===== config.mk =====
export PLATFORM = sky130hd
export DESIGN_NAME = fetch_stage
export DESIGN_NICKNAME = d
export VERILOG_FILES = /design/src/rtl/fetch_stage.sv
export SDC_FILE = /design/constraint.sdc
export NUM_CORES = 1
export LEC_CHECK = 0
export ABC_AREA = 0
export ABC_CLOCK_PERIOD_IN_PS = 5290
export CORE_MARGIN = 10
export CORE_UTILIZATION = 55
export CTS_BUF_LIST = sky130_fd_sc_hd__clkbuf_8
export DETAILED_ROUTE_END_ITERATION = 7
export PLACE_DENSITY = 0.81
export SLEW_MARGIN = 0
export SYNTH_ARGS = -nofsm -noshare
export SYNTH_HDL_FRONTEND = slang
export SYNTH_SLANG_ARGS = --single-unit

===== constraint.sdc =====
create_clock -name CLK -period 5.29 [get_ports CLK]
set_input_delay 1.058 -clock CLK [delete_from_list [all_inputs] [get_ports CLK]]
set_output_delay 1.058 -clock CLK [all_outputs]
set_load 0.01 [all_outputs]

===== src/rtl/fetch_stage.sv =====
// Instruction-fetch stage: in-order req/gnt/rvalid fetch into a small prefetch FIFO,
// presented to decode through the IF_ID_pc / IF_ID_inst pipeline registers.
module fetch_stage #(
    parameter logic [31:0] RESET_PC   = 32'h0000_0000,
    parameter int          FIFO_DEPTH = 2
) (
    input  logic        CLK,
    input  logic        RESn,
    input  logic        HLT,
    input  logic        IHLT,
    input  logic        REDIRECT,
    input  logic [31:0] REDIRECT_PC,
    output logic        IMEM_REQ,
    output logic [31:0] IMEM_ADDR,
    input  logic        IMEM_GNT,
    input  logic        IMEM_RVALID,
    input  logic [31:0] IMEM_RDATA,
    output logic [31:0] IF_ID_pc,
    output logic [31:0] IF_ID_inst
);
    localparam int AW = $clog2(FIFO_DEPTH);
    localparam int CW = AW + 1;

    // Handshake: a request is accepted in any cycle with IMEM_REQ && IMEM_GNT;
    // IMEM_ADDR holds while IMEM_REQ && !IMEM_GNT. Each IMEM_RVALID retires the
    // oldest accepted request, never in the same cycle as its grant.

    logic          running;
    logic [31:0]   fpc;
    logic [CW-1:0] outstanding;
    logic [CW-1:0] discard;
    logic [CW-1:0] fifo_count;
    logic [CW:0]   occupancy;

    logic [31:0]   pcq [FIFO_DEPTH];
    logic [AW-1:0] pcq_wr;
    logic [AW-1:0] pcq_rd;
    logic [31:0]   fifo_pc   [FIFO_DEPTH];
    logic [31:0]   fifo_inst [FIFO_DEPTH];
    logic [AW-1:0] fifo_wr;
    logic [AW-1:0] fifo_rd;

    logic grant;
    logic resp;
    logic resp_live;
    logic advance_ok;
    logic pop;
    logic bypass;
    logic push;

    // running keeps IMEM_REQ low during reset and in the cycle RESn rises.
    assign occupancy  = {1'b0, outstanding} + {1'b0, fifo_count};
    assign IMEM_REQ   = running && !REDIRECT && (occupancy < (CW+1)'(FIFO_DEPTH));
    assign IMEM_ADDR  = fpc;
    assign grant      = IMEM_REQ && IMEM_GNT;
    assign resp       = IMEM_RVALID && (outstanding != '0);
    assign resp_live  = resp && (discard == '0) && !REDIRECT;
    assign advance_ok = !REDIRECT && !HLT && !IHLT;
    assign pop        = advance_ok && (fifo_count != '0);
    assign bypass     = advance_ok && (fifo_count == '0) && resp_live;
    assign push       = resp_live && !bypass;

    always_ff @(posedge CLK or negedge RESn) begin
        if (!RESn) begin
            running     <= 1'b0;
            fpc         <= RESET_PC;
            outstanding <= '0;
            discard     <= '0;
            pcq_wr      <= '0;
            pcq_rd      <= '0;
        end else begin
            running     <= 1'b1;
            outstanding <= outstanding + CW'(grant) - CW'(resp);
            if (grant)
                pcq_wr <= pcq_wr + AW'(1);
            if (resp)
                pcq_rd <= pcq_rd + AW'(1);
            if (REDIRECT) begin
                fpc     <= REDIRECT_PC & ~32'h3;
                discard <= outstanding - CW'(resp);
            end else begin
                if (grant)
                    fpc <= fpc + 32'd4;
                if (resp && (discard != '0))
                    discard <= discard - CW'(1);
            end
        end
    end

    always_ff @(posedge CLK or negedge RESn) begin
        if (!RESn) begin
            fifo_wr    <= '0;
            fifo_rd    <= '0;
            fifo_count <= '0;
        end else if (REDIRECT) begin
            fifo_wr    <= '0;
            fifo_rd    <= '0;
            fifo_count <= '0;
        end else begin
            if (push)
                fifo_wr <= fifo_wr + AW'(1);
            if (pop)
                fifo_rd <= fifo_rd + AW'(1);
            fifo_count <= fifo_count + CW'(push) - CW'(pop);
        end
    end

    always_ff @(posedge CLK) begin
        if (grant)
            pcq[pcq_wr] <= fpc;
        if (push) begin
            fifo_pc[fifo_wr]   <= pcq[pcq_rd];
            fifo_inst[fifo_wr] <= IMEM_RDATA;
        end
    end

    always_ff @(posedge CLK or negedge RESn) begin
        if (!RESn) begin
            IF_ID_pc   <= RESET_PC;
            IF_ID_inst <= '0;
        end else if (REDIRECT) begin
            IF_ID_inst <= '0;
        end else if (HLT) begin
            IF_ID_inst <= IF_ID_inst;
        end else if (IHLT) begin
            IF_ID_inst <= '0;
        end else if (fifo_count != '0) begin
            IF_ID_pc   <= fifo_pc[fifo_rd];
            IF_ID_inst <= fifo_inst[fifo_rd];
        end else if (resp_live) begin
            IF_ID_pc   <= pcq[pcq_rd];
            IF_ID_inst <= IMEM_RDATA;
        end else begin
            IF_ID_inst <= '0;
        end
    end

    rvalid_needs_outstanding: assert property (
        @(posedge CLK) disable iff (!RESn) IMEM_RVALID |-> (outstanding != '0));

endmodule


==> impl_metrics.py, run 1 <==
metrics = {
    "global_route": {
        "overflow": 0,
        "grt_pass1_vias": 7884,
        "grt_start_max_net_pins": 71,
        "grt_pass1_wl_um": 42840,
        "antenna_found_initial": 0,
        "grt_usage_pct": 18.81,
    },
    "logic_synthesis": {
        "yosysSeqAreaShare_pct": 69.37,
        "syn_inst": 847,
        "netlist.area_leader.share_pct": 47.30,
        "synth_warnings": 0,
        "async_reset_ff_share_pct": 35.89,
        "postSynthAreaPerCell_um2": 13.79,
        "synth_area_leader_cell": "edfxtp_1",
        "synth-seq-cells": 287,
        "synthFlopType": "edfxtp_1",
        "yosysUniqueCellTypes": 53,
        "synth_most_common_cell": "edfxtp_1",
        "ys_top_cells_by_count": "edfxtp_1, dfrtp_1, nor2_1",
        "synth_edf_count": 184,
        "netlist_area_um2": 11680,
        "yosys-top-cells-area": "edfxtp_1, dfrtp_1, mux2i_1",
    },
    "clocking": {
        "cts_resized": 0,
        "insertion_delay_ns": 0.54,
        "clock_path_buffers": 3,
        "cts_num_sinks": 287,
        "holdBufCountCts": 0,
        "path_clk_slew_ns": 0.06,
        "root_buffer": "clkbuf_8",
        "htreeDepth": 2,
        "cts_buffers": 45,
        "cts_tree": "done",
        "cts_setup_buffers": 0,
    },
    "place": {
        "dpl_cell_area_um2": 13580,
        "dp_hpwl_um": 16960,
        "portBuffers": 161,
        "dp.cells": 1252,
        "gp_congestion": 0.8537,
    },
    "power": {
        "p_total_mw": 5.784,
        "total_leakage_power_nw": 5.339,
        "vdd_drop_max_mv": 0.2285,
        "power.density_nw_per_um2": 400.3,
    },
    "job": {
        "drv_cap": 0,
    },
    "floorplan": {
        "coreArea_um2": 20960,
        "start_util_pct": 55.74,
        "die_area_um2": 27470,
        "row_count": 53,
        "ioPinCount": 168,
        "die_w_um": 165.7,
        "die_y_um": 165.7,
    },
    "timing": {
        "hold_violations": 0,
        "tns_ns": 0,
        "maxSlewViolCount": 0,
        "rsz0062_at_grt": "false",
        "fin_crit_ns": 3.598,
        "timing.final.crit_share_pct": 68.01,
        "worst_slew_pin_slew_ns": 1.127,
        "finClkSkew_ns": 0.01932,
        "max_freq_mhz": 277.9,
        "finalSetupViolations": 0,
        "slew_headroom_pct": 24.58,
    },
    "layout": {
        "areaGrowthSynthToFinish_pct": 23.68,
        "instances_no_fill": 1336,
        "fillerInstances": 1435,
        "utilization_pct": 68.95,
        "final_area_um2": 14450,
        "diodes": 0,
        "nets": 1103,
        "final_layout_size_suffix_gt1_share_pct": 12.06,
    },
    "drt": {
        "wl_per_cell_um": 19.74,
        "vias": 7636,
        "drtAntennaViolNets": 0,
        "drc": 0,
        "first_pass_iters": 5,
        "wirelength_um": 26370,
        "drtIter0Drc": 699,
        "via_per_inst": 5.716,
    },
    "setup_path": {
        "crit_slowest_cell": "clkdlybuf4s50_1",
        "critPathKind": "reg -> out",
        "critical_path_arrival_ns": 2.54,
        "cp_top_family": "buffers and inverters",
        "cp-start-kind": "flop",
        "crit_path_cell_trace": "and2_1 > fa_1 > nor4b_4 > clkdlybuf4s50_1",
        "worst-path-buf-inv": 1,
        "cp.required_ns": 4.23,
        "critPathMaxFanout": 4,
        "end_kind": "output pin",
        "slowest_delay_ns": 0.58,
    },
    "run_status": {
        "status": "finished clean",
    },
    "hold_path": {
        "hp-class": "reg -> reg",
    },
}
==> stage by stage <==
step / hold slack, ns / worst slack, ns
after floorplan: 0.4608 / 0.5221
after global placement: 0.4604 / 1.752
after detailed placement: 0.4691 / 1.725
after CTS: 0.4826 / 1.647
after global routing: 0.5076 / 1.566
final: 0.4745 / 1.692
==> report_power, final <==
group / switching, mW / internal, mW
Sequential: 0.184 / 2.69
Combinational: 0.577 / 0.574
Clock: 0.827 / 0.936
==> kinds of logic after synthesis <==
| logic type | synth area share [%] |
|---|---|
| simple gates | 9.255 |
| buf+inv | 2.239 |
| xor+xnor | 0.6748 |
| mux | 8.462 |
| fa+ha+maj | 0.9211 |
| other cells | 0.06429 |
| flops | 69.37 |
| compound gates | 9.019 |
==> layer usage <==
metal  share of wire (%)  wire [um]  GRT usage [%]
met5                   0          0              0
met4                 1.8        486          5.663
met3                 7.1       1874          3.999
met2                  48      12650          30.10
met1                  43      11360          25.30
==> worst register-to-register path, stage by stage, from the launching register on <==
cell and delay (ns):
dfrtp_1 0.45, and2_1 0.20, fa_1 0.48, nor4b_4 0.29, buf_4 0.21, and2_4 0.27
inv_2 0.27, ha_1 0.38, inv_1 0.04, ha_1 0.18, xnor2_1 0.13, xnor2_1 0.13
==> cell type report <==
type	count	area, um2	share of cell area, %
Inverter	13	48.80	0.3378
Timing Repair Buffer	176	1717	11.88
Clock buffer	51	701.9	4.858
Clock inverter	33	167.7	1.160
Tap cell	275	344.1	2.382
Multi-Input combinational cell	501	3362	23.27
Sequential cell	287	8107	56.11
==> cell usage in the layout (no fill, tap or decap), types with 2 or more instances in the layout <==
cell / Yosys / layout
a221o_1: 35 / 35
o211ai_1: 6 / 6
and3_1: 6 / 6
conb_1: 2 / 5
mux2i_1: 65 / 65
nand3_1: 24 / 24
a22oi_1: 4 / 4
a31oi_1: 5 / 5
mux2_2: 30 / 30
or2_2: 2 / 2
clkdlybuf4s50_1: 0 / 159
or3_1: 3 / 3
nor4_2: 2 / 3
clkbuf_8: 0 / 51
a21oi_1: 36 / 36
xnor2_1: 7 / 7
clkinv_1: 0 / 4
nor2_1: 88 / 84
o21ai_0: 48 / 48
dfrtp_1: 103 / 102
nor3_1: 4 / 4
a21o_1: 3 / 3
o31ai_1: 2 / 2
inv_1: 12 / 28
nor4_1: 3 / 2
buf_4: 4 / 16
nand2_1: 64 / 64
edfxtp_1: 184 / 184
clkinv_2: 0 / 11
ha_1: 7 / 7
nand4_1: 19 / 19
nor2_4: 0 / 3
or4_1: 2 / 2
xor2_1: 2 / 2
o311ai_0: 8 / 8
and2_1: 2 / 2
==> registers in the layout (all words and copies together), names as in the netlist, 2 cells and up <==
name,flops
pcq,60
IMEM_ADDR,30
outstanding,2
IF_ID_inst,32
fifo_pc,60
IF_ID_pc,30
fifo_count,2
discard,2
fifo_inst,64
==> worst paths after layout <==
path,startpoint,endpoint,cells past startpoint,slack (ns)
worst max register to register,fifo_count[0],outstanding[1],11,2.15
worst min register to register,IF_ID_pc[14],IF_ID_pc[14],2,0.47
max in group asynchronous,RESn,IMEM_ADDR[10],2,3.60
worst max-delay path,fifo_count[0],IMEM_REQ,4,1.69
min in group asynchronous,RESn,IF_ID_inst[24],1,0.67
worst min-delay path,IF_ID_pc[14],IF_ID_pc[14],2,0.47
Power figures use the tool's default switching activity.
==> run 2, diff against run 1 <==
--- a/config.mk
+++ b/config.mk
@@ -6,12 +6,12 @@
 export NUM_CORES = 1
 export LEC_CHECK = 0
 export ABC_AREA = 0
-export ABC_CLOCK_PERIOD_IN_PS = 5290
+export ABC_CLOCK_PERIOD_IN_PS = 3100
 export CORE_MARGIN = 10
-export CORE_UTILIZATION = 55
+export CORE_UTILIZATION = 51
 export CTS_BUF_LIST = sky130_fd_sc_hd__clkbuf_8
 export DETAILED_ROUTE_END_ITERATION = 7
-export PLACE_DENSITY = 0.81
+export PLACE_DENSITY = 0.78
 export SLEW_MARGIN = 0
 export SYNTH_ARGS = -nofsm -noshare
 export SYNTH_HDL_FRONTEND = slang
==> constraint.sdc (replaced) <==
create_clock -name CLK -period 3.1 [get_ports CLK]
set_input_delay 0.62 -clock CLK [delete_from_list [all_inputs] [get_ports CLK]]
set_output_delay 0.62 -clock CLK [all_outputs]
set_load 0.01 [all_outputs]
==> impl_metrics.py, run 2 (synthesized netlist as in run 1, its figures left out) <==
metrics = {
    "layout": {
        "diodes": 0,
        "final_layout_size_suffix_gt1_share_pct": 12.04,
        "final_area_um2": 14610,
        "utilization_pct": 64.72,
        "regMostFlops": "fifo_inst",
        "nets": 1115,
        "multi_input_area_um2": 3367,
        "regArea_um2": 8107,
        "top_regs": "fifo_inst (64), fifo_pc (60), pcq (60)",
        "fillerInstances": 1637,
        "largest_reg_flops": 64,
        "instances_no_fill": 1356,
        "areaGrowthSynthToFinish_pct": 25.05,
        "final_cell_mix": "edfxtp_1, clkdlybuf4s50_1, dfrtp_1",
        "layout_commonest_cell": "edfxtp_1",
    },
    "timing": {
        "fin_crit_ns": 2.969,
        "finalSetupViolations": 0,
        "fin_hold_ws_ns": 0.1336,
        "hold_violations": 0,
        "worst_slew_pin_slew_ns": 0.6906,
        "tns_ns": 0,
        "max_freq_mhz": 336.8,
        "rsz0062_at_grt": "false",
        "slew_headroom_pct": 53.96,
        "finClkSkew_ns": 0.03165,
        "timing.final.crit_share_pct": 95.78,
        "maxSlewViolCount": 0,
        "setup_ws_ns": 0.1308,
    },
    "global_route": {
        "grt_pass1_vias": 7789,
        "overflow": 0,
        "grt_usage_pct": 18.00,
        "antenna_found_initial": 0,
        "grt_start_max_net_pins": 62,
        "grt_pass1_wl_um": 42380,
    },
    "clocking": {
        "cts_setup_buffers": 0,
        "cts_num_sinks": 287,
        "cts_resized": 1,
        "cts_buffers": 46,
        "holdBufCountCts": 0,
        "path_clk_slew_ns": 0.06,
        "insertion_delay_ns": 0.55,
        "root_buffer": "clkbuf_8",
        "cts_tree": "done",
        "htreeDepth": 2,
        "clock_path_buffers": 3,
    },
    "floorplan": {
        "row_count": 55,
        "coreArea_um2": 22570,
        "ioPinCount": 168,
        "start_util_pct": 51.75,
        "die_y_um": 171.3,
        "die_area_um2": 29360,
        "die_w_um": 171.3,
    },
    "setup_path": {
        "rrSetupSlack_ns": 0.35,
        "end_kind": "output pin",
        "critPathMaxFanout": 4,
        "cp-start-kind": "flop",
        "critPathKind": "reg -> out",
        "cp.required_ns": 2.48,
        "critical_path_arrival_ns": 2.35,
    },
    "drt": {
        "drtAntennaViolNets": 0,
        "drtIter0Drc": 626,
        "first_pass_iters": 5,
        "vias": 7643,
        "via_per_inst": 5.636,
        "drc": 0,
        "wl_per_cell_um": 19.67,
        "wirelength_um": 26670,
    },
    "power": {
        "vdd_drop_max_mv": 0.2993,
        "seq_power_share_pct": 50.0,
        "power.density_nw_per_um2": 669.9,
        "total_leakage_power_nw": 5.423,
        "combinationalPowerShare_pct": 20.3,
        "p_total_mw": 9.786,
        "swShare_pct": 27.37,
        "clockPowerShare_pct": 29.7,
        "p_switching_mw": 2.678,
        "internal-power_mw": 7.108,
    },
    "place": {
        "dpl_cell_area_um2": 13770,
        "dp_hpwl_um": 17500,
        "dp.cells": 1273,
        "portBuffers": 161,
        "gp_congestion": 0.8792,
        "dp_slack_ns": 0.3143,
    },
    "job": {
        "drv_cap": 0,
    },
    "run_status": {
        "status": "finished clean",
    },
    "hold_path": {
        "hp-class": "in -> async",
    },
}
[run 2: worst max-delay path, stage by stage, from the launching register on]
cell	delay, ns
dfrtp_1	0.44
and2_1	0.20
fa_1	0.48
nor4b_4	0.36
dlygate4sd2_1	0.32
[run 2: power by group through the flow]
| stage | clock network, mW | registers (mW) | logic [mW] |
|---|---|---|---|
| after floorplan | 0 | 5.01 | 0.909 |
| final | 2.91 | 4.89 | 1.99 |
| after detailed placement | 0 | 4.96 | 2.01 |
| after global placement | 0 | 4.94 | 1.98 |
| after CTS | 2.97 | 4.89 | 2.03 |
| after global routing | 3.14 | 4.95 | 2.19 |
[run 2: metal layers]
metal	global-route usage (%)	wire (um)	vias to the layer above
met4	5.255	464	0
met1	24.30	11610	3779
li1	-	-	3562
met5	0	0	-
met2	28.81	12800	268
met3	3.805	1797	34
[run 2: final cells by class]
class	count	area share [%]
clock buffers	52	4.899
clock inverters	31	0.8394
inverters	13	0.3340
multi-input cells	501	23.05
flip-flops and latches	287	55.49
well taps	285	2.441
repair buffers	187	12.94
[run 2: worst paths after layout]
check | start | to | cells past startpoint
setup reg to reg | fifo_count[0] | IMEM_ADDR[6] | 9
setup / recovery | fifo_count[0] | IMEM_REQ | 4
hold / removal | RESn | IF_ID_inst[16] | 1
max in group asynchronous | RESn | IF_ID_pc[4] | 2
min in group CLK | IF_ID_pc[24] | IF_ID_pc[24] | 2
hold reg to reg | IF_ID_pc[24] | IF_ID_pc[24] | 2
